## src/rtl/gin_pkg.sv

```systemverilog
// Shared types and helpers for the filter GIN dispatcher: FSM state encoding,
// default array geometry and the flat PE index mapping.
package gin_pkg;

   localparam int DEFAULT_NUM_ROWS      = 12;
   localparam int DEFAULT_NUM_COLS      = 14;
   localparam int DEFAULT_DATA_WIDTH    = 64;
   localparam int DEFAULT_ROW_TAG_WIDTH = 4;
   localparam int DEFAULT_COL_TAG_WIDTH = 4;

   typedef enum logic [1:0] {
      IDLE  = 2'd0,
      POP   = 2'd1,
      LATCH = 2'd2,
      SEND  = 2'd3
   } state_t;

   // Flat bit position of PE (row, col) in pe_valid / pe_ready.
   function automatic int pe_index(input int row, input int col, input int num_cols);
      return row * num_cols + col;
   endfunction

endpackage

```

## src/rtl/filter_gin_dispatcher_if.sv

```systemverilog
// GIN/tag FIFO read side plus PE array filter ports of the dispatcher.
// master = dispatcher, slave = FIFO/PE array environment.
interface filter_gin_dispatcher_if
   import gin_pkg::*;
#(
   parameter int NUM_ROWS      = DEFAULT_NUM_ROWS,
   parameter int NUM_COLS      = DEFAULT_NUM_COLS,
   parameter int DATA_WIDTH    = DEFAULT_DATA_WIDTH,
   parameter int ROW_TAG_WIDTH = DEFAULT_ROW_TAG_WIDTH,
   parameter int COL_TAG_WIDTH = DEFAULT_COL_TAG_WIDTH
);
   localparam int NUM_PE = NUM_ROWS * NUM_COLS;

   logic                     gin_empty;
   logic                     re_to_gin_fifo;
   logic [DATA_WIDTH-1:0]    gin_data;
   logic                     tags_empty;
   logic [ROW_TAG_WIDTH-1:0] row_tag;
   logic [COL_TAG_WIDTH-1:0] col_tag;
   logic [NUM_PE-1:0]        pe_valid;
   logic [NUM_PE-1:0]        pe_ready;
   logic [DATA_WIDTH-1:0]    pe_data;

   modport master (
      input  gin_empty, gin_data, tags_empty, row_tag, col_tag, pe_ready,
      output re_to_gin_fifo, pe_valid, pe_data
   );

   modport slave (
      output gin_empty, gin_data, tags_empty, row_tag, col_tag, pe_ready,
      input  re_to_gin_fifo, pe_valid, pe_data
   );

endinterface

```

## src/rtl/gin_tag_matcher.sv

```systemverilog
// Row/column ID register file (all-ones after reset) and combinational target
// mask: a PE matches when its row ID equals row_tag and its col ID equals col_tag.
module gin_tag_matcher
   import gin_pkg::*;
#(
   parameter int NUM_ROWS      = DEFAULT_NUM_ROWS,
   parameter int NUM_COLS      = DEFAULT_NUM_COLS,
   parameter int ROW_TAG_WIDTH = DEFAULT_ROW_TAG_WIDTH,
   parameter int COL_TAG_WIDTH = DEFAULT_COL_TAG_WIDTH,
   parameter int ROW_SEL_W     = $clog2(NUM_ROWS),
   parameter int COL_SEL_W     = $clog2(NUM_COLS)
) (
   input  logic                          clk,
   input  logic                          reset,
   input  logic                          id_we,
   input  logic [ROW_SEL_W-1:0]          id_row,
   input  logic [COL_SEL_W-1:0]          id_col,
   input  logic [ROW_TAG_WIDTH-1:0]      id_row_val,
   input  logic [COL_TAG_WIDTH-1:0]      id_col_val,
   input  logic [ROW_TAG_WIDTH-1:0]      row_tag,
   input  logic [COL_TAG_WIDTH-1:0]      col_tag,
   output logic [NUM_ROWS*NUM_COLS-1:0]  mask
);

   genvar gi, gj;
   generate
      for (gi = 0; gi < NUM_ROWS; gi++) begin : g_row
         localparam logic [ROW_SEL_W-1:0] ROW_SEL = ROW_SEL_W'(gi);
         logic [ROW_TAG_WIDTH-1:0] row_id_reg;
         logic                     row_hit;

         always_ff @(posedge clk or negedge reset) begin
            if (!reset)
               row_id_reg <= '1;
            else if (id_we && id_row == ROW_SEL)
               row_id_reg <= id_row_val;
         end

         assign row_hit = (row_id_reg == row_tag);

         for (gj = 0; gj < NUM_COLS; gj++) begin : g_col
            localparam logic [COL_SEL_W-1:0] COL_SEL = COL_SEL_W'(gj);
            localparam int PE_IDX = pe_index(gi, gj, NUM_COLS);
            logic [COL_TAG_WIDTH-1:0] col_id_reg;

            always_ff @(posedge clk or negedge reset) begin
               if (!reset)
                  col_id_reg <= '1;
               else if (id_we && id_row == ROW_SEL && id_col == COL_SEL)
                  col_id_reg <= id_col_val;
            end

            assign mask[PE_IDX] = row_hit && (col_id_reg == col_tag);
         end
      end
   endgenerate

endmodule

```

## src/rtl/filter_gin_dispatcher.sv

```systemverilog
// Pops GIN data + tag pairs and multicasts each word to all matching PEs.
// Optional macro FILTER_GIN_DROP_CNT_EN adds a saturating drop_cnt output.
module filter_gin_dispatcher
   import gin_pkg::*;
#(
   parameter int NUM_ROWS      = DEFAULT_NUM_ROWS,
   parameter int NUM_COLS      = DEFAULT_NUM_COLS,
   parameter int DATA_WIDTH    = DEFAULT_DATA_WIDTH,
   parameter int ROW_TAG_WIDTH = DEFAULT_ROW_TAG_WIDTH,
   parameter int COL_TAG_WIDTH = DEFAULT_COL_TAG_WIDTH,
   parameter int ROW_SEL_W     = $clog2(NUM_ROWS),
   parameter int COL_SEL_W     = $clog2(NUM_COLS)
) (
   input  logic                     clk,
   input  logic                     reset,
   filter_gin_dispatcher_if.master  bus,
   input  logic                     id_we,
   input  logic [ROW_SEL_W-1:0]     id_row,
   input  logic [COL_SEL_W-1:0]     id_col,
   input  logic [ROW_TAG_WIDTH-1:0] id_row_val,
   input  logic [COL_TAG_WIDTH-1:0] id_col_val,
   output logic                     busy
`ifdef FILTER_GIN_DROP_CNT_EN
  ,output logic [15:0]              drop_cnt
`endif
);

   localparam int NUM_PE = NUM_ROWS * NUM_COLS;

   state_t                state_reg;
   logic                  re_reg;
   logic [DATA_WIDTH-1:0] data_reg;
   logic [NUM_PE-1:0]     pending_reg;
   logic [NUM_PE-1:0]     pending_next;
   logic [NUM_PE-1:0]     mask;
   logic                  fifos_ready;

   gin_tag_matcher #(
      .NUM_ROWS      (NUM_ROWS),
      .NUM_COLS      (NUM_COLS),
      .ROW_TAG_WIDTH (ROW_TAG_WIDTH),
      .COL_TAG_WIDTH (COL_TAG_WIDTH),
      .ROW_SEL_W     (ROW_SEL_W),
      .COL_SEL_W     (COL_SEL_W)
   ) u_matcher (
      .clk        (clk),
      .reset      (reset),
      .id_we      (id_we),
      .id_row     (id_row),
      .id_col     (id_col),
      .id_row_val (id_row_val),
      .id_col_val (id_col_val),
      .row_tag    (bus.row_tag),
      .col_tag    (bus.col_tag),
      .mask       (mask)
   );

   assign fifos_ready = !bus.gin_empty && !bus.tags_empty;

   // Ready from untargeted PEs falls out naturally: their pending bit is already 0.
   always_comb begin
      pending_next = pending_reg & ~bus.pe_ready;
   end

`ifdef FILTER_GIN_DROP_CNT_EN
   logic [15:0] drop_cnt_reg;
   assign drop_cnt = drop_cnt_reg;
`endif

   always_ff @(posedge clk or negedge reset) begin
      if (!reset) begin
         state_reg   <= IDLE;
         re_reg      <= 1'b0;
         data_reg    <= '0;
         pending_reg <= '0;
`ifdef FILTER_GIN_DROP_CNT_EN
         drop_cnt_reg <= '0;
`endif
      end else begin
         case (state_reg)
            IDLE: begin
               if (fifos_ready) begin
                  state_reg <= POP;
                  re_reg    <= 1'b1;
               end
            end
            POP: begin
               re_reg    <= 1'b0;
               state_reg <= LATCH;
            end
            LATCH: begin
               data_reg    <= bus.gin_data;
               pending_reg <= mask;
               if (mask == '0) begin
                  state_reg <= IDLE;
`ifdef FILTER_GIN_DROP_CNT_EN
                  if (drop_cnt_reg != 16'hFFFF)
                     drop_cnt_reg <= drop_cnt_reg + 16'd1;
`endif
               end else begin
                  state_reg <= SEND;
               end
            end
            SEND: begin
               pending_reg <= pending_next;
               if (pending_next == '0) begin
                  // Back-to-back: skip IDLE when the next entry is already waiting.
                  if (fifos_ready) begin
                     state_reg <= POP;
                     re_reg    <= 1'b1;
                  end else begin
                     state_reg <= IDLE;
                  end
               end
            end
            default: begin
               state_reg <= IDLE;
               re_reg    <= 1'b0;
            end
         endcase
      end
   end

   assign bus.re_to_gin_fifo = re_reg;
   assign bus.pe_valid       = pending_reg;
   assign bus.pe_data        = data_reg;
   assign busy               = (state_reg != IDLE);

endmodule

```

## src/flat_wrapper.sv

```systemverilog
// flat-port wrapper written by rule: the top's interface ports become plain ports
module filter_gin_dispatcher_flat import gin_pkg::*;
#(
   parameter int NUM_ROWS      = DEFAULT_NUM_ROWS,
   parameter int NUM_COLS      = DEFAULT_NUM_COLS,
   parameter int DATA_WIDTH    = DEFAULT_DATA_WIDTH,
   parameter int ROW_TAG_WIDTH = DEFAULT_ROW_TAG_WIDTH,
   parameter int COL_TAG_WIDTH = DEFAULT_COL_TAG_WIDTH,
   parameter int ROW_SEL_W     = $clog2(NUM_ROWS),
   parameter int COL_SEL_W     = $clog2(NUM_COLS)
)
  (clk, reset, id_we, id_row, id_col, id_row_val, id_col_val, busy, bus_gin_empty, bus_gin_data, bus_tags_empty, bus_row_tag, bus_col_tag, bus_pe_ready, bus_re_to_gin_fifo, bus_pe_valid, bus_pe_data);
  filter_gin_dispatcher_if #(.NUM_ROWS(NUM_ROWS), .NUM_COLS(NUM_COLS), .DATA_WIDTH(DATA_WIDTH), .ROW_TAG_WIDTH(ROW_TAG_WIDTH), .COL_TAG_WIDTH(COL_TAG_WIDTH)) bus_i ();
  input  logic clk;
  input  logic reset;
  input  logic id_we;
  input  logic [ROW_SEL_W-1:0] id_row;
  input  logic [COL_SEL_W-1:0] id_col;
  input  logic [ROW_TAG_WIDTH-1:0] id_row_val;
  input  logic [COL_TAG_WIDTH-1:0] id_col_val;
  output logic busy;
  input wire logic [$bits(bus_i.gin_empty)-1:0] bus_gin_empty;
  input wire logic [$bits(bus_i.gin_data)-1:0] bus_gin_data;
  input wire logic [$bits(bus_i.tags_empty)-1:0] bus_tags_empty;
  input wire logic [$bits(bus_i.row_tag)-1:0] bus_row_tag;
  input wire logic [$bits(bus_i.col_tag)-1:0] bus_col_tag;
  input wire logic [$bits(bus_i.pe_ready)-1:0] bus_pe_ready;
  output wire logic [$bits(bus_i.re_to_gin_fifo)-1:0] bus_re_to_gin_fifo;
  output wire logic [$bits(bus_i.pe_valid)-1:0] bus_pe_valid;
  output wire logic [$bits(bus_i.pe_data)-1:0] bus_pe_data;
  assign bus_i.gin_empty = bus_gin_empty;
  assign bus_i.gin_data = bus_gin_data;
  assign bus_i.tags_empty = bus_tags_empty;
  assign bus_i.row_tag = bus_row_tag;
  assign bus_i.col_tag = bus_col_tag;
  assign bus_i.pe_ready = bus_pe_ready;
  assign bus_re_to_gin_fifo = bus_i.re_to_gin_fifo;
  assign bus_pe_valid = bus_i.pe_valid;
  assign bus_pe_data = bus_i.pe_data;
  filter_gin_dispatcher #(.NUM_ROWS(NUM_ROWS), .NUM_COLS(NUM_COLS), .DATA_WIDTH(DATA_WIDTH), .ROW_TAG_WIDTH(ROW_TAG_WIDTH), .COL_TAG_WIDTH(COL_TAG_WIDTH), .ROW_SEL_W(ROW_SEL_W), .COL_SEL_W(COL_SEL_W)) u_core (.clk(clk), .reset(reset), .bus(bus_i), .id_we(id_we), .id_row(id_row), .id_col(id_col), .id_row_val(id_row_val), .id_col_val(id_col_val), .busy(busy));
endmodule
```

## config.mk

```make
export PLATFORM = sky130hd
export DESIGN_NAME = filter_gin_dispatcher_flat
export DESIGN_NICKNAME = d
export VERILOG_FILES = /design/src/rtl/gin_pkg.sv /design/src/rtl/filter_gin_dispatcher_if.sv /design/src/rtl/gin_tag_matcher.sv /design/src/rtl/filter_gin_dispatcher.sv /design/src/flat_wrapper.sv
export SDC_FILE = /design/constraint.sdc
export NUM_CORES = 2
export LEC_CHECK = 0
export CORE_ASPECT_RATIO = 1.2
export CORE_MARGIN = 2
export CORE_UTILIZATION = 48
export CTS_CLUSTER_DIAMETER = 100
export DETAILED_ROUTE_END_ITERATION = 6
export PLACE_DENSITY_LB_ADDON = 0.25
export REMOVE_ABC_BUFFERS = 1
export SYNTH_ARGS = -nofsm -noshare
export SYNTH_HDL_FRONTEND = slang
export SYNTH_SLANG_ARGS = --single-unit
```

## constraint.sdc

```tcl
create_clock -name clk -period 6.1 [get_ports clk]
set_input_delay 1.22 -clock clk [delete_from_list [all_inputs] [get_ports clk]]
set_output_delay 1.22 -clock clk [all_outputs]
set_load 0.05 [all_outputs]
```

; ---- Word-level counts from Yosys, hierarchy flattened
; Cells that the tools add are included.
[totals]
in_bits = 261
ff_bits = 955
[op_classes]
bitwise_logic = 2
mux = 9
reduce_logical = 361
n_eq_ne = 209
[op_table]
columns = op, n
row1 = 4-bit == test, 180
row2 = 1-bit logical AND, 349
row3 = 168-bit zero test, 2
row4 = 168-bit one-hot mux with 2 select lines, 1
row5 = 168-bit AND, 1
row6 = 168-bit inverter, 1
row7 = 4-bit == test (second input constant), 10
row8 = 4-bit by 3-bit == test with 1-bit output (second input constant), 8
row9 = 4-bit by 2-bit == test with 1-bit output (second input constant), 4
row10 = 4-bit by 1-bit == test with 1-bit output (second input constant), 2
row11 = 4-bit zero test, 2
row12 = 2-bit one-hot mux with 4 select lines, 1
row13 = 2-bit two-way mux, 3
row14 = 2-bit == test (second input constant), 2
row15 = 2-bit by 1-bit != test with 1-bit output (second input constant), 2
row16 = 2-bit AND reduction, 2
row17 = 2-bit nonzero test, 2
row18 = 1-bit two-way mux, 3
row19 = 1-bit one-hot mux with 3 select lines, 1
row20 = 3-bit nonzero test, 1
row21 = 2-bit by 1-bit == test with 1-bit output (second input constant), 1
row22 = 1-bit zero test, 2
row23 = 2-bit zero test, 1

; ---- Logic depth before layout (Yosys ltp)
[logic_depth]
ltp_word = 5
mapped_depth = 11
ltp_nobuf = 8

; ---- Modules after synthesis
; A second synthesis with hierarchy kept.
[hier_totals]
hier_cells = 3961
hier_area_um2 = 49343.6
[by_module_without_submodules]
columns = mod, cells_per_inst, seq_area_each_um2, area_per_inst_um2, instances
row1 = gin_tag_matcher, 2949, 18918.1, 38345.5, 1
row2 = filter_gin_dispatcher, 1012, 5880.6, 10998.0, 1

; ---- Worst setup path after synthesis
; No wires, ideal clock.
[synth_timing]
path_kind = in2reg
start = in bus_pe_ready[17]
end = reg u_core.state_reg[0]
path_buffers = 0
path_slack_ns = 2.983
path_stages = 8
setup_time_ns = 0.123
t_arrival_ns = 2.994
required_time_ns = 5.977
cell_sequence = and2b_1 > a2111oi_1 > nand4_1 > or4_1 > nor4_2 > o21ai_1 > a21bo_1 > o221a_2
[synth_between]
elab_chain_len = 5
[synth_rtl]
columns = element, line_no
row1 = start: declaration, flat_wrapper.sv:27  ; input wire logic [$bits(bus_i.pe_ready)-1:0] bus_pe_ready;
row2 = 168-bit inverter, filter_gin_dispatcher.sv:62  ; pending_next = pending_reg & ~bus.pe_ready;
row3 = 168-bit AND, filter_gin_dispatcher.sv:62
row4 = 168-bit zero test, filter_gin_dispatcher.sv:106  ; if (pending_next == '0) begin
row5 = 2-bit by 1-bit != test with 1-bit output (no source line), --
row6 = 2-bit AND reduction (no source line), --
row7 = end signal: assignment, filter_gin_dispatcher.sv:72  ; state_reg <= IDLE;
row8 = end signal: assignment, filter_gin_dispatcher.sv:109  ; state_reg <= POP;
row9 = end signal: assignment, filter_gin_dispatcher.sv:112  ; state_reg <= IDLE;
row10 = end: declaration, filter_gin_dispatcher.sv:30  ; state_t state_reg;
; No other way between the ends.
; A chain may end at the register's enable or synchronous reset.

; ---- Worst setup path after layout
[layout_timing]
start = in bus_row_tag[2]
end = reg u_core.state_reg[0]
[layout_between]
elab_chain_len = 5
elab_cells_between_ends = 183
[layout_rtl]
columns = element, line_no
row1 = start: declaration, flat_wrapper.sv:25  ; input wire logic [$bits(bus_i.row_tag)-1:0] bus_row_tag;
row2 = 4-bit == test, gin_tag_matcher.sv:39  ; assign row_hit = (row_id_reg == row_tag);
row3 = 1-bit logical AND, gin_tag_matcher.sv:53  ; assign mask[PE_IDX] = row_hit && (col_id_reg == col_tag);
row4 = 168-bit zero test *, filter_gin_dispatcher.sv:94  ; if (mask == '0) begin
row5 = 2-bit two-way mux *, filter_gin_dispatcher.sv:94
row6 = 2-bit one-hot mux with 4 select lines *, filter_gin_dispatcher.sv:80  ; case (state_reg)
row7 = end signal: assignment, filter_gin_dispatcher.sv:83  ; state_reg <= POP;
row8 = end signal: assignment, filter_gin_dispatcher.sv:95  ; state_reg <= IDLE;
row9 = end signal: assignment, filter_gin_dispatcher.sv:101  ; state_reg <= SEND;
; Every way passes the cells marked *; elsewhere a longest branch is shown, timed or not.

==> key figures <==
Pwr
  – Final Power: 0.01791 W
  – Worst vdd ir: 0.2127 mV
  – PD cells: slightly above 300 nW/um^2
  – Leak pwr: 21.79 nW

Cells and area
  – Layout cell share with drive strength beyond 1: 37.30%
  – Register area: roughly 25000 um^2
  – Multi-input gate area: 21780 um^2
  – Layout Nets: between 4000 and 5000
  – Filler cells: 8247
  – Post-Layout Cell Count: 5937
  – Design area: 57890 um^2
  – Most frequent cells in the layout: mux2_2 (720), xnor2_1 (720), dfstp_2 (720)
  – Layout area overhead: 20.57%
  – Max reg flops: 672

Worst setup path
  – R2R setup slack: 2830 ps
  – Slowest stage cell, crit path: clkdlybuf4s50_1
  – FF-to-FF path depth: 8
  – Worst setup EP type: flip-flop
  – Worst setup path endpoint: u_core.state_reg[0]
  – Cell Chain, Critical Path: clkdlybuf4s50_1 -> buf_4 -> xnor2_1 -> nand4_1 -> buf_4 -> o22ai_1 -> nor4_1 -> nand4_1 -> nor2_1 -> nand3_1 -> o221a_2
  – WP data arrival: 4710 ps
  – Worst reg2reg endpoint: u_core.state_reg[0]
  – CP peak stage delay: 780 ps
  – Critical-path maximum fanout: 9
  – Worst setup path category: in -> reg
  – CP startpoint: bus_row_tag[2]
  – R2r startpoint: u_core.bus.pe_valid[53]
  – Critical path data required time: 6660 ps
  – Startpoint Class: input pin

Clocking
  – Clk buf depth: 3
  – CTS tree: yes
  – Clk sink count: between 900 and 1000
  – Clock transition at path regs: 60 ps
  – CTS hold repair buffers: 0
  – Setup bufs post-CTS: 0
  – H-tree depth: 3
  – CTS Buf Count: 96
  – Root Buffer: clkbuf_16
  – Post_cts resized: 0
  – Clk_lat worst skew: 690 ps

Route
  – Via Count: 34990
  – Antenna viol nets, final: 0
  – Drc violations: 0
  – Detailed Routing Iterations Pass 1: 5
  – DRT iter0 DRCs: 2780
  – Routed wire length: 167000 um
  – DR vias/cell: approximately 5.9
  – Avg WL per Cell: 28.13 um

Die
  – Die Ht: 350.5 um
  – Starting Density: 48.27%
  – Die Wd: roughly 290 um
  – Core Box Area: slightly below 100000 um^2
  – # rows: around 130
  – DIE AREA: 102600 um^2
  – Io pins: 495

Synthesis
  – Post-Synthesis Cells: ~4100
  – Post-synth EDFFs: 0
  – Synth warn: 0
  – Avg Inst Size Synth: 11.59 um^2
  – Synth unique cells: 39
  – Synth async-reset ratio: 100.0%
  – Post-synthesis sequential area ratio: 51.65%
  – FF+latch count, synth: 955
  – Cell Area, Synth: 48010 um^2
  – Ys flop type: dfstp_2

Timing
  – Setup TNS: 0 ps
  – Final Hold Viols: 0
  – Slew Limit Fails: 0
  – Clock skew: 26.41 ps
  – Final setup fails: 0
  – Final period util: 67.90%
  – Worst-Margin Slew: around 1200 ps
  – Maximum clock rate: 0.2415 GHz
  – Relative slew slack: 19.50%
  – Min Tclk post-route: 4142 ps
  – WHS: 471.6 ps
  – RSZ-0062 raised after global routing: no

Global route
  – First-pass GRT wire length: 241300 um
  – Initial antenna violation count: 18
  – Vias in the first global route: around 35000
  – Largest net degree at the start of global routing: 169
  – GR Overflow Total: 0
  – Total GRT Usage: 32.05%

Outcome
  – Run status: complete, no violations

Place
  – Gpl congestion: roughly 0.93
  – Cell Area, Placed: between 50000 and 60000 um^2
  – Cells after DPL: 5757
  – Post-DP HPWL: 115700 um
  – Port Buf Inserts: 494

Run
  – Max cap viols: 0

Hold path
  – Worst hold path type: reg -> reg
cells in the mapped netlist (13+ instances only):
master	n	area [um^2]
dfrtp_1	235	5881
o22ai_1	94	588.1
nand2b_1	17	106.4
nor4_1	24	150.1
mux2_2	720	8108
nor2b_1	64	400.4
dfstp_2	720	18920
xnor2_1	720	6306
nand2_1	447	1678
clkbuf_1	167	626.9
inv_1	97	364.1
nor2_1	112	420.4
a2111oi_0	18	157.7
o31ai_1	168	1261
buf_1	13	48.80
a21oi_1	24	120.1
buf_2	88	440.4
nand4_1	191	1195
nand3_1	178	890.9
worst min path at each step:
stage / from / end / slack (ps) / depth (start not counted)
final: u_core.bus.pe_data[59] / u_core.bus.pe_data[59] / 470 / 2
after global routing: u_core.bus.pe_data[54] / u_core.bus.pe_data[54] / 500 / 2
after CTS: u_core.bus.pe_data[19] / u_core.bus.pe_data[19] / 480 / 2
after detailed placement: u_core.bus.pe_data[19] / u_core.bus.pe_data[19] / 460 / 2
after global placement: u_core.bus.pe_data[52] / u_core.bus.pe_data[52] / 460 / 2
after floorplan: u_core.state_reg[0] / u_core.bus.re_to_gin_fifo / 480 / 1
worst max-delay path, delay by kind of cell:
kind | cells | cell delay (ps)
AOI/OAI and AO/OA | 2 | 370
xor gates and xnor gates | 1 | 80
buffers and inverters | 3 | 1380
and+or+nand+nor | 5 | 1640
cells by family after synthesis:
logic type / after synthesis / share of synthesized area (%)
and+or+nand+nor: 1062 / 10.51
DFF: 955 / 51.65
xor gates and xnor gates: 720 / 13.13
muxes: 720 / 16.89
buffers and inverters: 369 / 3.145
AOI/OAI and AO/OA: 318 / 4.678
power breakdown:
| group | internal (W) | leakage [nW] | total [W] | switching, W |
|---|---|---|---|---|
| combinational | 0.00145 | 9.51 | 0.00423 | 0.00279 |
| clock | 0.00359 | 1.66 | 0.00620 | 0.00262 |
| sequential | 0.00709 | 10.6 | 0.00747 | 0.000384 |
area by class of cell:
type	count	area share, %
clock buffer	138	4.965
clock inverter	39	0.7457
tap	1290	2.788
inverter	97	0.6289
multi-input combinational	2820	37.62
antenna	3	0.01297
timing repair buffer	595	10.40
sequential	955	42.84
stage by stage:
| step | setup WS, ps | util [%] |
|---|---|---|
| 2_1_floorplan | -6311 | - |
| 3_3_place_gp | 1480 | 54.87 |
| 3_5_place_dp | 1403 | 54.87 |
| 4_1_cts | 2114 | 58.19 |
| 5_1_grt | 1875 | 58.19 |
| 6_report | 1958 | 58.20 |
routing by layer:
metal  part of all wire [%]  GRT usage [%]  wire [um]  vias up
li1                       -              -          -    15200
met1                     40          40.49      66280    17830
met4                    6.5          18.37      10770       26
met2                     46          50.97      76770     1506
met5                  0.099              0        166        -
met3                    7.8          7.025      13020      430
(Power assumes the default switching activity.)
